<file path="src/rtl/sram_like_arbiter_pkg.sv">
// Shared encodings for the two-master sram-like arbiter: owner tags,
// transfer sizes and arbiter FSM states.
package sram_like_arbiter_pkg;

   localparam logic OWNER_M0 = 1'b0;
   localparam logic OWNER_M1 = 1'b1;

   localparam logic [1:0] SIZE_BYTE = 2'd0;
   localparam logic [1:0] SIZE_HALF = 2'd1;
   localparam logic [1:0] SIZE_WORD = 2'd2;

   typedef enum logic {
      ARB_IDLE = 1'b0,
      ARB_LOCK = 1'b1
   } arb_state_e;

endpackage

</file>
<file path="src/rtl/sram_like_arbiter_owner_fifo.sv">
// In-order owner tag FIFO: one bit per accepted request, popped as each
// response returns so the response can be steered to its issuing master.
module sram_like_arbiter_owner_fifo
   import sram_like_arbiter_pkg::*;
#(
   parameter int unsigned DEPTH = 4
) (
   input  logic                       clk,
   input  logic                       resetn,
   input  logic                       push,
   input  logic                       pop,
   input  logic                       din,
   output logic                       head,
   output logic                       full,
   output logic                       empty,
   output logic [$clog2(DEPTH):0]     count
);

   localparam int AW = $clog2(DEPTH);
   localparam logic [AW:0] FULL_CNT = (AW+1)'(DEPTH);

   logic [DEPTH-1:0] mem;
   logic [AW-1:0]    wr_ptr;
   logic [AW-1:0]    rd_ptr;
   logic             do_push;
   logic             do_pop;

   assign full    = (count == FULL_CNT);
   assign empty   = (count == '0);
   assign do_push = push && !full;
   assign do_pop  = pop && !empty;
   assign head    = empty ? OWNER_M0 : mem[rd_ptr];

   always_ff @(posedge clk or negedge resetn) begin
      if (!resetn) begin
         wr_ptr <= '0;
         rd_ptr <= '0;
         count  <= '0;
      end else begin
         if (do_push) wr_ptr <= wr_ptr + 1'b1;
         if (do_pop)  rd_ptr <= rd_ptr + 1'b1;
         case ({do_push, do_pop})
            2'b10:   count <= count + 1'b1;
            2'b01:   count <= count - 1'b1;
            default: count <= count;
         endcase
      end
   end

   // Tag storage carries no reset; only entries between the pointers are read.
   always_ff @(posedge clk) begin
      if (do_push) mem[wr_ptr] <= din;
   end

endmodule

</file>
<file path="src/rtl/sram_like_arbiter.sv">
// Two sram-like masters (m0 fetch, m1 data) onto one sram-like slave port,
// with an owner FIFO routing in-order responses back to the issuing master.
module sram_like_arbiter
   import sram_like_arbiter_pkg::*;
#(
   parameter int unsigned MAX_OUTSTANDING = 4,
   parameter bit          M1_PRIORITY     = 1'b1
) (
   input  logic        clk,
   input  logic        resetn,
   input  logic        m0_req,
   input  logic        m0_wr,
   input  logic [1:0]  m0_size,
   input  logic [3:0]  m0_wstrb,
   input  logic [31:0] m0_addr,
   input  logic [31:0] m0_wdata,
   output logic        m0_addr_ok,
   output logic        m0_data_ok,
   output logic [31:0] m0_rdata,
   input  logic        m1_req,
   input  logic        m1_wr,
   input  logic [1:0]  m1_size,
   input  logic [3:0]  m1_wstrb,
   input  logic [31:0] m1_addr,
   input  logic [31:0] m1_wdata,
   output logic        m1_addr_ok,
   output logic        m1_data_ok,
   output logic [31:0] m1_rdata,
   output logic        s_req,
   output logic        s_wr,
   output logic [1:0]  s_size,
   output logic [3:0]  s_wstrb,
   output logic [31:0] s_addr,
   output logic [31:0] s_wdata,
   input  logic        s_addr_ok,
   input  logic        s_data_ok,
   input  logic [31:0] s_rdata,
   output logic        busy
);

   localparam int CW = $clog2(MAX_OUTSTANDING) + 1;

   arb_state_e    state_q, state_d;
   logic          grant, grant_q;
   logic          req_sel;
   logic          accept;
   logic          pop;
   logic          fifo_head, fifo_full, fifo_empty;
   logic [CW-1:0] fifo_count;

   always_ff @(posedge clk or negedge resetn) begin
      if (!resetn) begin
         state_q <= ARB_IDLE;
         grant_q <= OWNER_M0;
      end else begin
         state_q <= state_d;
         grant_q <= grant;
      end
   end

   // Grant is free-running in IDLE and frozen in LOCK so a stalled request
   // keeps its fields on the slave port until it is accepted.
   always_comb begin
      grant   = grant_q;
      state_d = state_q;
      if (state_q == ARB_IDLE) begin
         if (m0_req && m1_req) grant = M1_PRIORITY ? OWNER_M1 : OWNER_M0;
         else if (m1_req)      grant = OWNER_M1;
         else if (m0_req)      grant = OWNER_M0;
      end
      req_sel = (grant == OWNER_M1) ? m1_req : m0_req;
      s_req   = resetn && req_sel && !fifo_full;
      case (state_q)
         ARB_IDLE: if (s_req && !s_addr_ok) state_d = ARB_LOCK;
         ARB_LOCK: if (s_addr_ok || !s_req) state_d = ARB_IDLE;
         default:  state_d = ARB_IDLE;
      endcase
   end

   assign accept = s_req && s_addr_ok;
   assign pop    = resetn && s_data_ok && !fifo_empty;

   assign s_wr    = resetn && ((grant == OWNER_M1) ? m1_wr : m0_wr);
   assign s_size  = !resetn ? 2'd0  : (grant == OWNER_M1) ? m1_size  : m0_size;
   assign s_wstrb = !resetn ? 4'd0  : (grant == OWNER_M1) ? m1_wstrb : m0_wstrb;
   assign s_addr  = !resetn ? 32'd0 : (grant == OWNER_M1) ? m1_addr  : m0_addr;
   assign s_wdata = !resetn ? 32'd0 : (grant == OWNER_M1) ? m1_wdata : m0_wdata;

   assign m0_addr_ok = accept && (grant == OWNER_M0);
   assign m1_addr_ok = accept && (grant == OWNER_M1);
   assign m0_data_ok = pop && (fifo_head == OWNER_M0);
   assign m1_data_ok = pop && (fifo_head == OWNER_M1);
   assign m0_rdata   = resetn ? s_rdata : 32'd0;
   assign m1_rdata   = resetn ? s_rdata : 32'd0;

   assign busy = resetn && ((fifo_count != '0) || (state_q == ARB_LOCK));

   sram_like_arbiter_owner_fifo #(
      .DEPTH (MAX_OUTSTANDING)
   ) u_owner_fifo (
      .clk    (clk),
      .resetn (resetn),
      .push   (accept),
      .pop    (pop),
      .din    (grant),
      .head   (fifo_head),
      .full   (fifo_full),
      .empty  (fifo_empty),
      .count  (fifo_count)
   );

`ifndef SYNTHESIS
   always_ff @(posedge clk) begin
      if (resetn) begin
         assert (!(s_data_ok && fifo_empty))
            else $error("s_data_ok with no outstanding request");
         assert (!s_req || (s_size inside {SIZE_BYTE, SIZE_HALF, SIZE_WORD}))
            else $error("illegal s_size on slave request");
      end
   end
`endif

endmodule

</file>
<file path="config.mk">
export PLATFORM = sky130hd
export DESIGN_NAME = sram_like_arbiter
export DESIGN_NICKNAME = d
export VERILOG_FILES = /design/src/rtl/sram_like_arbiter_pkg.sv /design/src/rtl/sram_like_arbiter_owner_fifo.sv /design/src/rtl/sram_like_arbiter.sv
export SDC_FILE = /design/constraint.sdc
export NUM_CORES = 1
export LEC_CHECK = 0
export CORE_AREA = 2 2 126 128
export CTS_BUF_LIST = sky130_fd_sc_hd__clkbuf_8
export CTS_CLUSTER_SIZE = 25
export DETAILED_ROUTE_END_ITERATION = 12
export DIE_AREA = 0 0 128 130
export GPL_ROUTABILITY_DRIVEN = 0
export PLACE_DENSITY = 0.61
export SYNTH_ARGS = -nofsm -noshare
export SYNTH_HDL_FRONTEND = slang
export SYNTH_SLANG_ARGS = --single-unit
</file>
<file path="constraint.sdc">
create_clock -name clk -period 2.5 [get_ports clk]
set_input_delay 0.375 -clock clk [delete_from_list [all_inputs] [get_ports clk]]
set_output_delay 0.375 -clock clk [all_outputs]
set_load 0.01 [all_outputs]
</file>
# --- Yosys cells after proc, flatten, opt, wreduce, memory -nomap -nowiden ---
# Cells that the tools add are included.
totals:
  register_bits: 13
  input_bits: 180
  output_inout_bits: 141
  word_cells: 69
classes:
  add_sub_neg: 4
  n_lt_le_gt_ge: 3
  n_eq_ne: 3
  mux: 25
  n_bitwise: 3
  reduce_logical: 25
op_table:
  columns: ["cell", "count"]
  rows:
  - ["32-bit two-way mux", 5]
  - ["1-bit logical AND", 16]
  - ["1-bit two-way mux", 11]
  - ["4-bit two-way mux", 2]
  - ["2-bit by 3-bit < comparator with 1-bit output (second input constant)", 2]
  - ["3-bit case mux with 2 select lines", 1]
  - ["2-bit by 1-bit adder with 2-bit output (second input constant)", 2]
  - ["4-bit bitwise mux", 1]
  - ["1-bit logical NOT", 4]
  - ["2-bit two-way mux", 2]
  - ["3-bit by 1-bit adder with 3-bit output (second input constant)", 1]
  - ["3-bit equality test (second input constant)", 1]
  - ["3-bit logical NOT", 1]
  - ["1-bit inverter", 3]
  - ["3-bit nonzero test", 1]
  - ["3-bit by 1-bit subtractor with 3-bit output (second input constant)", 1]
  - ["1-bit binary-select mux with 2-bit select", 1]
  - ["1-bit demux with 2-bit select", 1]
  - ["2-bit by 1-bit equality test with 1-bit output (second input constant)", 1]
  - ["2-bit equality test (second input constant)", 1]
  - ["2-bit by 1-bit greater-or-equal comparator with 1-bit output (second input constant)", 1]
  - ["1-bit logical OR", 2]
  - ["1-bit case mux with 2 select lines", 1]
  - ["2-bit nonzero test", 1]

# --- Logic depth before layout (Yosys ltp) ---
logic_depth:
  ltp_word: 11
  ltp_mapped: 10

# --- Modules after synthesis ---
# From an unflattened synthesis, not the netlist that was laid out.
unflattened:
  hier_cells: 367
  area_unflattened_um2: 2686.3
by_module_without_submodules:
  columns: ["mod", "n_inst", "cells_each", "area_each_um2", "seq_area_each_um2"]
  rows:
  - ["sram_like_arbiter", 1, 324, 2094.5, 50.0]
  - ["sram_like_arbiter_owner_fifo", 1, 43, 591.8, 295.3]

# --- Worst setup path after synthesis ---
# Ideal clock, no wire load.
synth_timing:
  path_kind: "flip-flop to flip-flop"
  start: "reg u_owner_fifo.count[0]"
  end: "reg u_owner_fifo.count[2]"
  setup_ns: 0.079
  t_arrival_ns: 2.008
  required_ns: 2.421
  slack_ns: 0.413
  path_stages_with_launch: 11
  n_path_buf: 0
  synth_period_minus_slack_ns: 2.087
  cell_sequence: "dfrtp_1 -> or3b_4 -> o2111ai_2 -> nor2_4 -> inv_1 -> ha_1 -> inv_1 -> fa_1 -> xor2_1 -> nor2_1 -> xor2_1"
synth_between:
  elab_chain_len: 7
  elab_cells_between_ends: 15
  classes_between: "add/sub (2); eq/ne (3); mux (1); reduce/logical (9)"
synth_lines:
  columns: ["item", "line", "source"]
  rows:
  - ["from (decl)", "sram_like_arbiter_owner_fifo.sv:16", "output logic [$clog2(DEPTH):0] count"]
  - ["from (signal assigned)", "sram_like_arbiter_owner_fifo.sv:43", "2'b10: count <= count + 1'b1;"]
  - ["from (signal assigned)", "sram_like_arbiter_owner_fifo.sv:44", "2'b01: count <= count - 1'b1;"]
  - ["from (signal assigned)", "sram_like_arbiter_owner_fifo.sv:45", "default: count <= count;"]
  - ["3-bit equality test", "sram_like_arbiter_owner_fifo.sv:28", "assign full = (count == FULL_CNT);"]
  - ["1-bit logical NOT", "sram_like_arbiter_owner_fifo.sv:30, sram_like_arbiter.sv:72", null]
  - ["1-bit logical AND", "sram_like_arbiter.sv:72", "s_req = resetn && req_sel && !fifo_full;"]
  - ["1-bit logical AND", "sram_like_arbiter.sv:80", "assign accept = s_req && s_addr_ok;"]
  - ["1-bit logical AND", "sram_like_arbiter_owner_fifo.sv:30", "assign do_push = push && !full;"]
  - ["2-bit by 1-bit equality test with 1-bit output or 2-bit equality test (tied branches)", "sram_like_arbiter_owner_fifo.sv:42", "case ({do_push, do_pop})"]
  - ["3-bit case mux with 2 select lines or 2-bit nonzero test (tied branches)", null, null]
# Several ways; a longest one is shown, not always the timed one.
# A chain may end at the register's enable or synchronous reset.

# --- Worst setup path in the final report ---
layout_timing:
  start: "reg state_q"
  end: "out s_wdata[2]"
layout_between:
  elab_chain_len: 3
layout_lines:
  columns: ["item", "line", "source"]
  rows:
  - ["from (decl)", "sram_like_arbiter.sv:43", "arb_state_e state_q, state_d;"]
  - ["from (signal assigned)", "sram_like_arbiter.sv:56", "state_q <= state_d;"]
  - ["1-bit two-way mux", "sram_like_arbiter.sv:66", "if (state_q == ARB_IDLE) begin"]
  - ["32-bit two-way mux (2 in series)", "sram_like_arbiter.sv:87", "assign s_wdata = !resetn ? 32'd0 : (grant == OWNER_M1) ? m1_wdata : m0_wdata;"]
  - ["to (decl)", "sram_like_arbiter.sv:34", "output logic [31:0] s_wdata,"]
# Every way passes these cells.

==> impl_metrics.yaml <==
run_status:
  status: "finished, violations left"
  violations: "setup timing"
detailed_routing:
  viasPerCell: 4.07
  top_layer_used: "met4"
  routed_wl_um: 13300
  wl_met3_um: 984
  wl_met1_um: 5880
  vias: 3458
  met2_length_um: 6360
  drt_iter0_drc: 160
  routedWlPerCell_um: 15.7
  drc: 0
  drtAntennaViolNets: 0
  drt_pass1_iterations: 8
sta:
  fin_crit_sh_pct: 101
  setup_slack_ns: -0.0357
  finalCriticalPeriod_ns: 2.54
  finalSetupTns_ns: -0.0357
  fmax_mhz: 394
  hold_viol: 0
  rsz0062_at_grt: "true"
  setup_viol: 1
  fin_skew_ns: 0.00363
  slew_headroom_pct: 78.2
  slew_viol_final: 0
  fin_hold_ws_ns: 0.210
  max_slew.worst_pin.slew_ns: 0.324
cells_and_area:
  final_util_pct: 37.7
  antennaDiodeCount: 0
  final_layout_size_suffix_gt1_share_pct: 8.83
  fillers: 1583
  syn2layout_area_growth_pct: 140
  nNetsFinal: 844
synth:
  synthArstFlopShare_pct: 69.2
  synth_most_common_cell: "nand2_1"
  yosysTopAreaCellShare_pct: 22.5
  synth.cells.most_frequent: "nand2_1, a21boi_1, and2_1, buf_4, clkbuf_1"
  synth_seq_cells: 13
  synth_area_leader_cell: "nand2_1"
  synth_area_leaders: "nand2_1, a21boi_1, buf_4"
  yosys.cell_types.count: 36
  syn-cell-area_um2: 2420
  synthCells: 370
  ys_seq_area_share_pct: 14.2
  synth_edf_count: 4
  syn_avg_cell_area_um2: 6.55
  synthesis.nets: 556
  ys.flop_type: "dfrtp_1"
  ys_warn_count: 0
clock_network:
  worst_skew_pair.late_latency_ns: 0.24
  cts.sinks: 13
  numCtsBuffers: 3
  root_buffer: "clkbuf_8"
  cts_tree: "done"
  htree_levels: 1
  cts_buffer_depth: 2
  path_clk_slew_ns: 0.06
global_routing:
  grt_usage_pct: 14.1
  overflow: 0
  grt_pass1_wl_um: 18700
  grt_antenna_before_repair: 0
  first_global_vias: 3335
  grt_max_degree: 62
pwr:
  power.internal_mw: 1.25
  p_sw_share_pct: 37.9
  ir_drop_mv: 0.390
  fin_total_pwr_mw: 2.01
  power_leakage_nw: 2.90
  p_seq_share_pct: 17.9
  power_frac_comb_pct: 72.9
  power_density_nw_per_um2: 346
  p_clk_share_pct: 9.2
  p_switching_mw: 0.762
floorplanning:
  rows: 46
  io_pins: 321
  dieArea_um2: 16600
  dieWidth_um: 128
  die_y_um: 130
  initial_core_util_pct: 15.7
  core_um2: 15400
setup_path:
  crit_path_end_kind: "primary output"
  startpoint_type: "flip-flop"
  critical_path_class: "flip-flop to primary output"
  arrival_ns: 2.16
  worstPathMaxFanout: 33
  cp.required_ns: 2.12
placement:
  portBuffers: 320
  dp_slack_ns: -0.379
  dp_hpwl_um: 10800
hold_path:
  hp-class: "input port to async pin"
flow_run:
  max-cap-violations: 0
## stage by stage
step	area (µm²)	instances
floorplan	2420	370
global placement	5660	840
detailed placement	5660	840
CTS	5730	846
global route	5820	849
finish	5820	849
## layout make-up
type | instances | area, µm² | share of cell area [%]
Multi-Input combinational cell | 289 | 1670 | 28.7
Timing Repair Buffer | 342 | 3480 | 59.9
Tap cell | 192 | 240 | 4.13
Inverter | 9 | 33.8 | 0.581
Sequential cell | 13 | 345 | 5.94
Clock inverter | 1 | 3.75 | 0.0645
Clock buffer | 3 | 41.3 | 0.710
## per-layer routing
layer	track usage, %	vias up
li1	-	1727
met1	19.3	1568
met2	23.9	155
met3	2.83	8
met4	1.23	0
met5	0	-
## worst max-delay path, stage by stage, from the launching register on
cell and delay, ns:
dfrtp_1 0.41, nand2b_4 0.17, a21oi_4 0.07, buf_4 0.14, inv_2 0.09, buf_12 0.19, nand2_1 0.08, a21boi_1 0.18
clkdlybuf4s50_1 0.56
## power by group through the flow
stage | Clock, mW | Combinational, mW | Sequential (mW)
after CTS | 0.189 | 1.49 | 0.360
after detailed placement | 0 | 1.49 | 0.359
after global routing | 0.202 | 1.60 | 0.368
final | 0.185 | 1.47 | 0.360
after floorplan | 0 | 0.704 | 0.344
after global placement | 0 | 1.46 | 0.355
## registers in the layout (all words and copies together) (netlist names)
| register | count |
|---|---|
| u_owner_fifo.count | 3 |
| u_owner_fifo.wr_ptr | 2 |
| state_q | 1 |
| u_owner_fifo.rd_ptr | 2 |
| grant_q | 1 |
| u_owner_fifo.mem | 4 |
## logic make-up after synthesis
family / synth area share (%)
muxes: 1.96
and+or+nand+nor: 36.5
xor gates and xnor gates: 2.17
DFF: 14.2
buffers and inverters: 18.2
adders and majority gates: 3.41
AOI/OAI and AO/OA: 23.5
## worst paths after layout
path | startpoint | endpoint | slack, ns | cells past startpoint
max reg2reg | state_q | u_owner_fifo.count[2] | 0.29 | 11
min reg2reg | u_owner_fifo.rd_ptr[1] | u_owner_fifo.rd_ptr[1] | 0.48 | 1
max | state_q | s_wdata[2] | -0.04 | 8
min in group clk | resetn | state_q | 0.48 | 3
min | resetn | u_owner_fifo.rd_ptr[0] | 0.21 | 2
max in group asynchronous | resetn | u_owner_fifo.wr_ptr[1] | 1.72 | 2
## cells in the final DEF, fill, tap and decap left out, types with 5 or more instances in the layout
| master | instances |
|---|---|
| inv_1 | 8 |
| dfrtp_1 | 9 |
| nor2_1 | 5 |
| nand2_1 | 145 |
| clkdlybuf4s50_1 | 247 |
| and2_1 | 33 |
| a21boi_1 | 66 |
| buf_12 | 6 |
| clkbuf_2 | 11 |
| ha_1 | 5 |
| buf_4 | 12 |
| dlygate4sd2_1 | 20 |
| dlymetal6s2s_1 | 35 |
## timing repair
| item | CTS | global route |
|---|---|---|
| buffers inserted | 0 | 3 |
| gates resized for setup | 50 | 64 |
| gates cloned | 1 | 0 |
| endpoints found under the setup margin | 71 | 57 |
| hold buffers | 1 | 0 |
| hold endpoints to repair | 3 | 0 |
| pin swaps | 1 | 0 |
(Power assumes the default switching activity.)
